File: config.mk
export PLATFORM = sky130hd
export DESIGN_NAME = seg7_scan_driver
export DESIGN_NICKNAME = d
export VERILOG_FILES = /design/src/rtl/seg7_scan_driver.sv
export SDC_FILE = /design/constraint.sdc
export NUM_CORES = 1
export LEC_CHECK = 0
export ABC_AREA = 1
export ABC_CLOCK_PERIOD_IN_PS = 3500
export CORE_ASPECT_RATIO = 1.2
export CORE_UTILIZATION = 61
export CTS_BUF_LIST = sky130_fd_sc_hd__clkbuf_2 sky130_fd_sc_hd__clkbuf_4 sky130_fd_sc_hd__clkbuf_8
export CTS_CLUSTER_SIZE = 20
export DETAILED_ROUTE_END_ITERATION = 10
export PLACE_DENSITY_LB_ADDON = 0.12
export SETUP_SLACK_MARGIN = 0.1
export SYNTH_ARGS = -nofsm -noshare
export SYNTH_HDL_FRONTEND = slang
export SYNTH_SLANG_ARGS = --single-unit
File: constraint.sdc
create_clock -name Clk -period 3.5 [get_ports Clk]
set_clock_uncertainty 0.1 [all_clocks]
set_input_delay 0.7 -clock Clk [delete_from_list [all_inputs] [get_ports Clk]]
set_output_delay 0.7 -clock Clk [all_outputs]
set_load 0.005 [all_outputs]
File: src/rtl/seg7_scan_driver.sv
// Binary to BCD converter (serial shift-and-add-3) with a multiplexed 7-segment scan driver.
// Optional leading-zero blanking is enabled by defining SEG7_LEAD_ZERO_BLANK_EN.
module seg7_scan_driver #(
  parameter int BIN_W    = 14,
  parameter int DIGITS   = 4,
  parameter int SCAN_DIV = 50000
) (
  input  logic              Clk,
  input  logic              Rst,
  input  logic [BIN_W-1:0]  BinIn,
  input  logic              Load,
  output logic              Busy,
  output logic              Done,
  output logic              Overflow,
  output logic [7:0]        SegOut,
  output logic [DIGITS-1:0] DigSel
);

  localparam int ACC_D = (BIN_W + 2) / 3 + 1;
  localparam int ACC_W = 4 * ACC_D;
  localparam int EXT_W = ((ACC_W + 1) > (4 * DIGITS + 1)) ? (ACC_W + 1) : (4 * DIGITS + 1);
  localparam int CNT_W = (SCAN_DIV > 1) ? $clog2(SCAN_DIV) : 1;
  localparam int BIT_W = $clog2(BIN_W + 1);

  typedef enum logic {
    S_IDLE,
    S_CONV
  } state_t;

  state_t              r_state;
  logic [BIN_W-1:0]    r_shift;
  logic [ACC_W-1:0]    r_acc;
  logic [BIT_W-1:0]    r_bitCnt;
  logic                r_busy;
  logic                r_done;
  logic                r_ovf;
  logic [4*DIGITS-1:0] r_disp;
  logic [CNT_W-1:0]    r_scanCnt;
  logic [DIGITS-1:0]   r_digSel;

  logic [ACC_W-1:0]    w_adj;
  logic [ACC_W:0]      w_accNext;
  logic [EXT_W-1:0]    w_ext;
  logic                w_ovfNext;
  logic [DIGITS-1:0]   w_lead;
  logic                w_zeroAbove;
  logic [3:0]          w_nibble;
  logic                w_blank;
  logic [7:0]          w_seg;

  // Add-3 correction on every nibble that would otherwise exceed 9 after the shift.
  always_comb begin
    w_adj = r_acc;
    for (int d = 0; d < ACC_D; d++) begin
      if (r_acc[4*d +: 4] >= 4'd5) begin
        w_adj[4*d +: 4] = r_acc[4*d +: 4] + 4'd3;
      end
    end
  end

  assign w_accNext = {w_adj, r_shift[BIN_W-1]};

  always_comb begin
    w_ext     = EXT_W'(w_accNext);
    w_ovfNext = |w_ext[EXT_W-1:4*DIGITS];
  end

  always_ff @(posedge Clk or posedge Rst) begin
    if (Rst) begin
      r_state  <= S_IDLE;
      r_shift  <= '0;
      r_acc    <= '0;
      r_bitCnt <= '0;
      r_busy   <= 1'b0;
      r_done   <= 1'b0;
      r_ovf    <= 1'b0;
      r_disp   <= '0;
    end else begin
      r_done <= 1'b0;
      case (r_state)
        S_IDLE: begin
          if (Load) begin
            r_shift  <= BinIn;
            r_acc    <= '0;
            r_bitCnt <= '0;
            r_busy   <= 1'b1;
            r_state  <= S_CONV;
          end
        end
        S_CONV: begin
          r_acc    <= w_accNext[ACC_W-1:0];
          r_shift  <= {r_shift[BIN_W-2:0], 1'b0};
          r_bitCnt <= r_bitCnt + BIT_W'(1);
          // The last shift lands straight in the display so Done and the new digits coincide.
          if (r_bitCnt == BIT_W'(BIN_W - 1)) begin
            r_state <= S_IDLE;
            r_busy  <= 1'b0;
            r_done  <= 1'b1;
            r_disp  <= w_ext[4*DIGITS-1:0];
            r_ovf   <= w_ovfNext;
          end
        end
        default: r_state <= S_IDLE;
      endcase
    end
  end

  always_ff @(posedge Clk or posedge Rst) begin
    if (Rst) begin
      r_scanCnt <= '0;
      r_digSel  <= DIGITS'(1);
    end else if (r_scanCnt == CNT_W'(SCAN_DIV - 1)) begin
      r_scanCnt <= '0;
      r_digSel  <= (r_digSel << 1) | (r_digSel >> (DIGITS - 1));
    end else begin
      r_scanCnt <= r_scanCnt + CNT_W'(1);
    end
  end

`ifdef SEG7_LEAD_ZERO_BLANK_EN
  // A digit is blank when it and every digit above it are zero; the units digit always shows.
  always_comb begin
    w_lead      = '0;
    w_zeroAbove = 1'b1;
    for (int d = DIGITS - 1; d >= 1; d--) begin
      w_lead[d]   = w_zeroAbove && (r_disp[4*d +: 4] == 4'd0);
      w_zeroAbove = w_lead[d];
    end
  end
`else
  always_comb begin
    w_lead      = '0;
    w_zeroAbove = 1'b0;
  end
`endif

  always_comb begin
    w_nibble = 4'd0;
    w_blank  = 1'b0;
    for (int i = 0; i < DIGITS; i++) begin
      if (r_digSel[i]) begin
        w_nibble = r_disp[4*i +: 4];
        w_blank  = w_lead[i];
      end
    end
  end

  always_comb begin
    case (w_nibble)
      4'd0:    w_seg = 8'b11111100;
      4'd1:    w_seg = 8'b01100000;
      4'd2:    w_seg = 8'b11011010;
      4'd3:    w_seg = 8'b11110010;
      4'd4:    w_seg = 8'b01100110;
      4'd5:    w_seg = 8'b10110110;
      4'd6:    w_seg = 8'b10111110;
      4'd7:    w_seg = 8'b11100000;
      4'd8:    w_seg = 8'b11111110;
      4'd9:    w_seg = 8'b11110110;
      default: w_seg = 8'b00000000;
    endcase
  end

  // SegOut is decoded from the same registers that drive DigSel, so the two never disagree.
  always_comb begin
    if (r_ovf) begin
      SegOut = 8'b00000010;
    end else if (w_blank) begin
      SegOut = 8'b00000000;
    end else begin
      SegOut = w_seg;
    end
  end

  assign Busy     = r_busy;
  assign Done     = r_done;
  assign Overflow = r_ovf;
  assign DigSel   = r_digSel;

endmodule

==> out/results.md <==
* **EDFF count, synth** 0
* **synth top area cells** sky130_fd_sc_hd__dfrtp_1 46%, sky130_fd_sc_hd__nand2_1 14%, sky130_fd_sc_hd__ha_1 5.7%, sky130_fd_sc_hd__inv_1 4.9%, sky130_fd_sc_hd__o21ai_0 4.2%
* **Post-Synth Simple-Gate Area** 27.8%
* **vias** 3619
* **Core Footprint** 6900 um2
* **via count of the first global-routing pass** 3544
* **clock sink count** 82
* **switching power share of the total** 39.7%
* **final worst slack** 0.293 ns
* **synthesized instance count** 552
* **category of the worst setup path launch point** flop
* **Syn Area/Cell** 7.97 um2
* **total inserted antenna cells** 0
* **clock edge transition at the registers on the reported setup and hold paths** 0.09 ns
* **largest net degree at the start of global routing** 50
* **normalized max-slew margin** 44.7%
* **most instantiated cells after synthesis** 162 x sky130_fd_sc_hd__nand2_1, 81 x sky130_fd_sc_hd__dfrtp_1, 57 x sky130_fd_sc_hd__inv_1
* **Final ANT Viol Nets** 0
* **share of final-layout standard cells stronger than drive strength 1** 8.86%
* **FF-to-FF setup slack** 1.42 ns
* **cts bufs inserted** 9
* **Sequential Power Share** 40.8%
* **number of nets produced by synthesis** 589
* **global-route usage over all layers** 25.0%
* **share of cell area taken by muxes after synthesis** 0%
* **xor-xnor portion of the synthesized cell area** 1.99%
* **starting utilization of the core area** 63.8%
* **combined area of all synthesized cells** 4400 um2
* **clock tree from TritonCTS** yes
* **count of input and output buffers** 30
* **launching instance or port of the critical path** DigSel[0]
* **DP Cell Count** 657
* **Die Y-Extent** 95.0 um
* **Final Total Pwr** 0.00366 W
* **Final Critical Period** 3.21 ns
* **arithmetic-cell share of the synthesized area counting full adders, half adders and majority gates** 5.69%
* **async set-reset flop share out of synthesis** 100%
* **arrival time at the worst endpoint** 2.41 ns
* **first-pass GRT wire length** 14900 um
* **Die X** 79.5 um
* **end of the worst register-to-register path** r_shift[13]
* **number of antenna violations at the first check in global routing** 0
* **worst-case reg-to-reg path depth** 4
* **Power Internal** 0.00221 W
* **via-per-instance ratio** 5.37
* **synthesized flop and latch total** 82
* **highest clock rate** 312 MHz
* **number of DRC violations after detailed routing** 0
* **worst hold path stage count** 2
* **unrepaired setup endpoints after global routing** false
* **power per unit of standard cell area** 735 nW/um2
* **Static Leak** 2.53 nW
* **combinational cell fraction of total power** 40.3%
* **Hold Path Class** reg2reg
* **Clock Root Buffer** sky130_fd_sc_hd__clkbuf_8
* **final setup fails** 0
* **transition time at the pin with the least slew margin** 0.828 ns
* **compound-cell area share of the yosys netlist** 10.8%
* **sequential cell area fraction in the yosys report** 46.7%
* **net switching power** 0.00145 W
* **largest area contributor in the netlist** sky130_fd_sc_hd__dfrtp_1
* **dominant combinational cell family by area after synthesis** simple AND/OR/NAND/NOR gates
* **HPWL after DPL** 6120 um
* **Crit Path Max Fanout** 7
* **Final Cycle Share** 91.6%
* **Layout Area Growth over Synthesis** 13.3%
* **die area** 7560 um2
* **number of iterations in the first detailed-routing pass** 4
* **detailed-route wire length** 8400 um
* **number of nets in the finished design** 619
* **prevailing post-synth register cell** sky130_fd_sc_hd__dfrtp_1
* **Critical Setup Path Class** reg2out
* **most frequently used cell type in the post-synthesis netlist** sky130_fd_sc_hd__nand2_1
* **required time at the endpoint of the critical path** 2.70 ns
* **residual overflow from global routing** 0
* **max-capacitance violation count** 0
* **Post-Place Worst Slack** 0.577 ns
* **final-layout setup total negative slack** 0 ns
* **row cnt** 33
* **largest vdd supply drop** 0.000531 V
* **routed len/inst** 12.5 um
* **Yosys warning total** 0
* **insertion delay to the later sink of the worst-skew pair** 0.34 ns
* **part of the power in the clock network** 18.9%
* **Final Wtd Congestion** 0.871
* **capture point of the critical path** SegOut[4]
* **max-slew violation count** 0
* **run status** finished, final reports clean
* **area fraction of the dominant cell type after synthesis** 46.1%
* **CTS H-tree lvls** 3
* **Crit. End Element** primary output
* **top-level port count** 32
* **buffers from clock root to sink, at most** 2
* **number of failing hold endpoints at the final stage** 0
* **initial DRC count** 211
* **Final Instance Count excl. Fillers** 674
* **startpoint of the lowest-slack register-to-register path** r_state
* **Cell variety after synth** 41
==> timing repair <==
| action | CTS | global route |
|---|---|---|
| endpoints found under the setup margin | 0 | 4 |
| buffers inserted | 0 | 1 |
| hold buffers | 0 | 0 |
| gates resized for setup | 0 | 4 |
==> metal layers <==
metal  part of all wire [%]  routed length, um  up-vias  track usage, %
li1                       -                  -     1836               -
met1                     46               3830     1685            31.5
met2                     48               4040       80            41.3
met3                    3.8                320       18            4.59
met4                    2.5                209        0            12.1
met5                      0                  0        -               0
==> cell type report <==
cell class | instances | area, um2
tap | 87 | 109
inverter | 63 | 241
sequential | 82 | 2050
timing repair buffer | 33 | 335
clock inverter | 5 | 52.6
fill | 539 | 1910
clock buffer | 11 | 151
multi-input combinational | 393 | 2040
==> cells by family after synthesis <==
logic type                 count (synthesis)
DFF                                       82
adders and majority gates                 20
xor gates and xnor gates                  10
and+or+nand+nor                          277
buffers and inverters                     77
other                                      1
AOI/OAI and AO/OA                         85
==> worst min-delay path by stage <==
| stage | endpoint | start |
|---|---|---|
| 6_report | r_shift[12] | r_shift[11] |
| 5_1_grt | r_bitCnt[3] | r_bitCnt[3] |
| 4_1_cts | r_shift[5] | r_shift[4] |
| 3_5_place_dp | r_disp[8] | r_disp[8] |
| 3_3_place_gp | r_disp[8] | r_disp[8] |
| 2_1_floorplan | r_disp[8] | r_disp[8] |
==> metrics by stage <==
stage          hold WS [ns]  cell area, um2  util, %
6_report              0.391            4980     72.3
5_1_grt               0.417            4980     72.3
4_1_cts               0.394            4970     72.0
3_5_place_dp          0.375            4760     69.1
3_3_place_gp          0.369            4760     69.1
2_1_floorplan         0.346            4400        -
==> critical path: stages, from the launching register on <==
cell,delay (ns)
sky130_fd_sc_hd__dfstp_2,0.59
sky130_fd_sc_hd__nand3_1,0.09
sky130_fd_sc_hd__nand2_1,0.07
sky130_fd_sc_hd__nand3_1,0.08
sky130_fd_sc_hd__nand2_2,0.10
sky130_fd_sc_hd__inv_1,0.08
sky130_fd_sc_hd__ha_1,0.30
sky130_fd_sc_hd__nor2_2,0.13
sky130_fd_sc_hd__nor2_1,0.06
sky130_fd_sc_hd__nor2_1,0.08
sky130_fd_sc_hd__clkdlybuf4s50_1,0.50
==> cell usage in the layout (no fill, tap or decap), types with 5 or more instances in the layout <==
| master | n |
|---|---|
| sky130_fd_sc_hd__o21ai_0 | 37 |
| sky130_fd_sc_hd__a21oi_1 | 9 |
| sky130_fd_sc_hd__nor2_1 | 45 |
| sky130_fd_sc_hd__o22ai_1 | 18 |
| sky130_fd_sc_hd__clkbuf_8 | 11 |
| sky130_fd_sc_hd__o21ai_1 | 12 |
| sky130_fd_sc_hd__nand4_1 | 7 |
| sky130_fd_sc_hd__ha_1 | 20 |
| sky130_fd_sc_hd__inv_1 | 56 |
| sky130_fd_sc_hd__dfrtp_1 | 80 |
| sky130_fd_sc_hd__clkdlybuf4s50_1 | 30 |
| sky130_fd_sc_hd__nand2_1 | 161 |
| sky130_fd_sc_hd__xor2_1 | 10 |
| sky130_fd_sc_hd__nand3_1 | 32 |
| sky130_fd_sc_hd__inv_2 | 5 |
| sky130_fd_sc_hd__nand2_2 | 5 |
==> power by group through the flow <==
stage                     clock network (W)  registers (W)  logic, W
after floorplan                           0        0.00144   0.00114
after global placement                    0        0.00150   0.00138
after detailed placement                  0        0.00151   0.00147
after CTS                          0.000708        0.00149   0.00148
after global routing               0.000744        0.00154   0.00171
final                              0.000692        0.00149   0.00148
==> registers in the layout, indices dropped and copies added (netlist names), 4 cells and up <==
signal / cells
r_shift: 14
r_acc: 24
r_disp: 16
r_bitCnt: 4
r_scanCnt: 16
DigSel: 4
(Power assumes the default switching activity.)
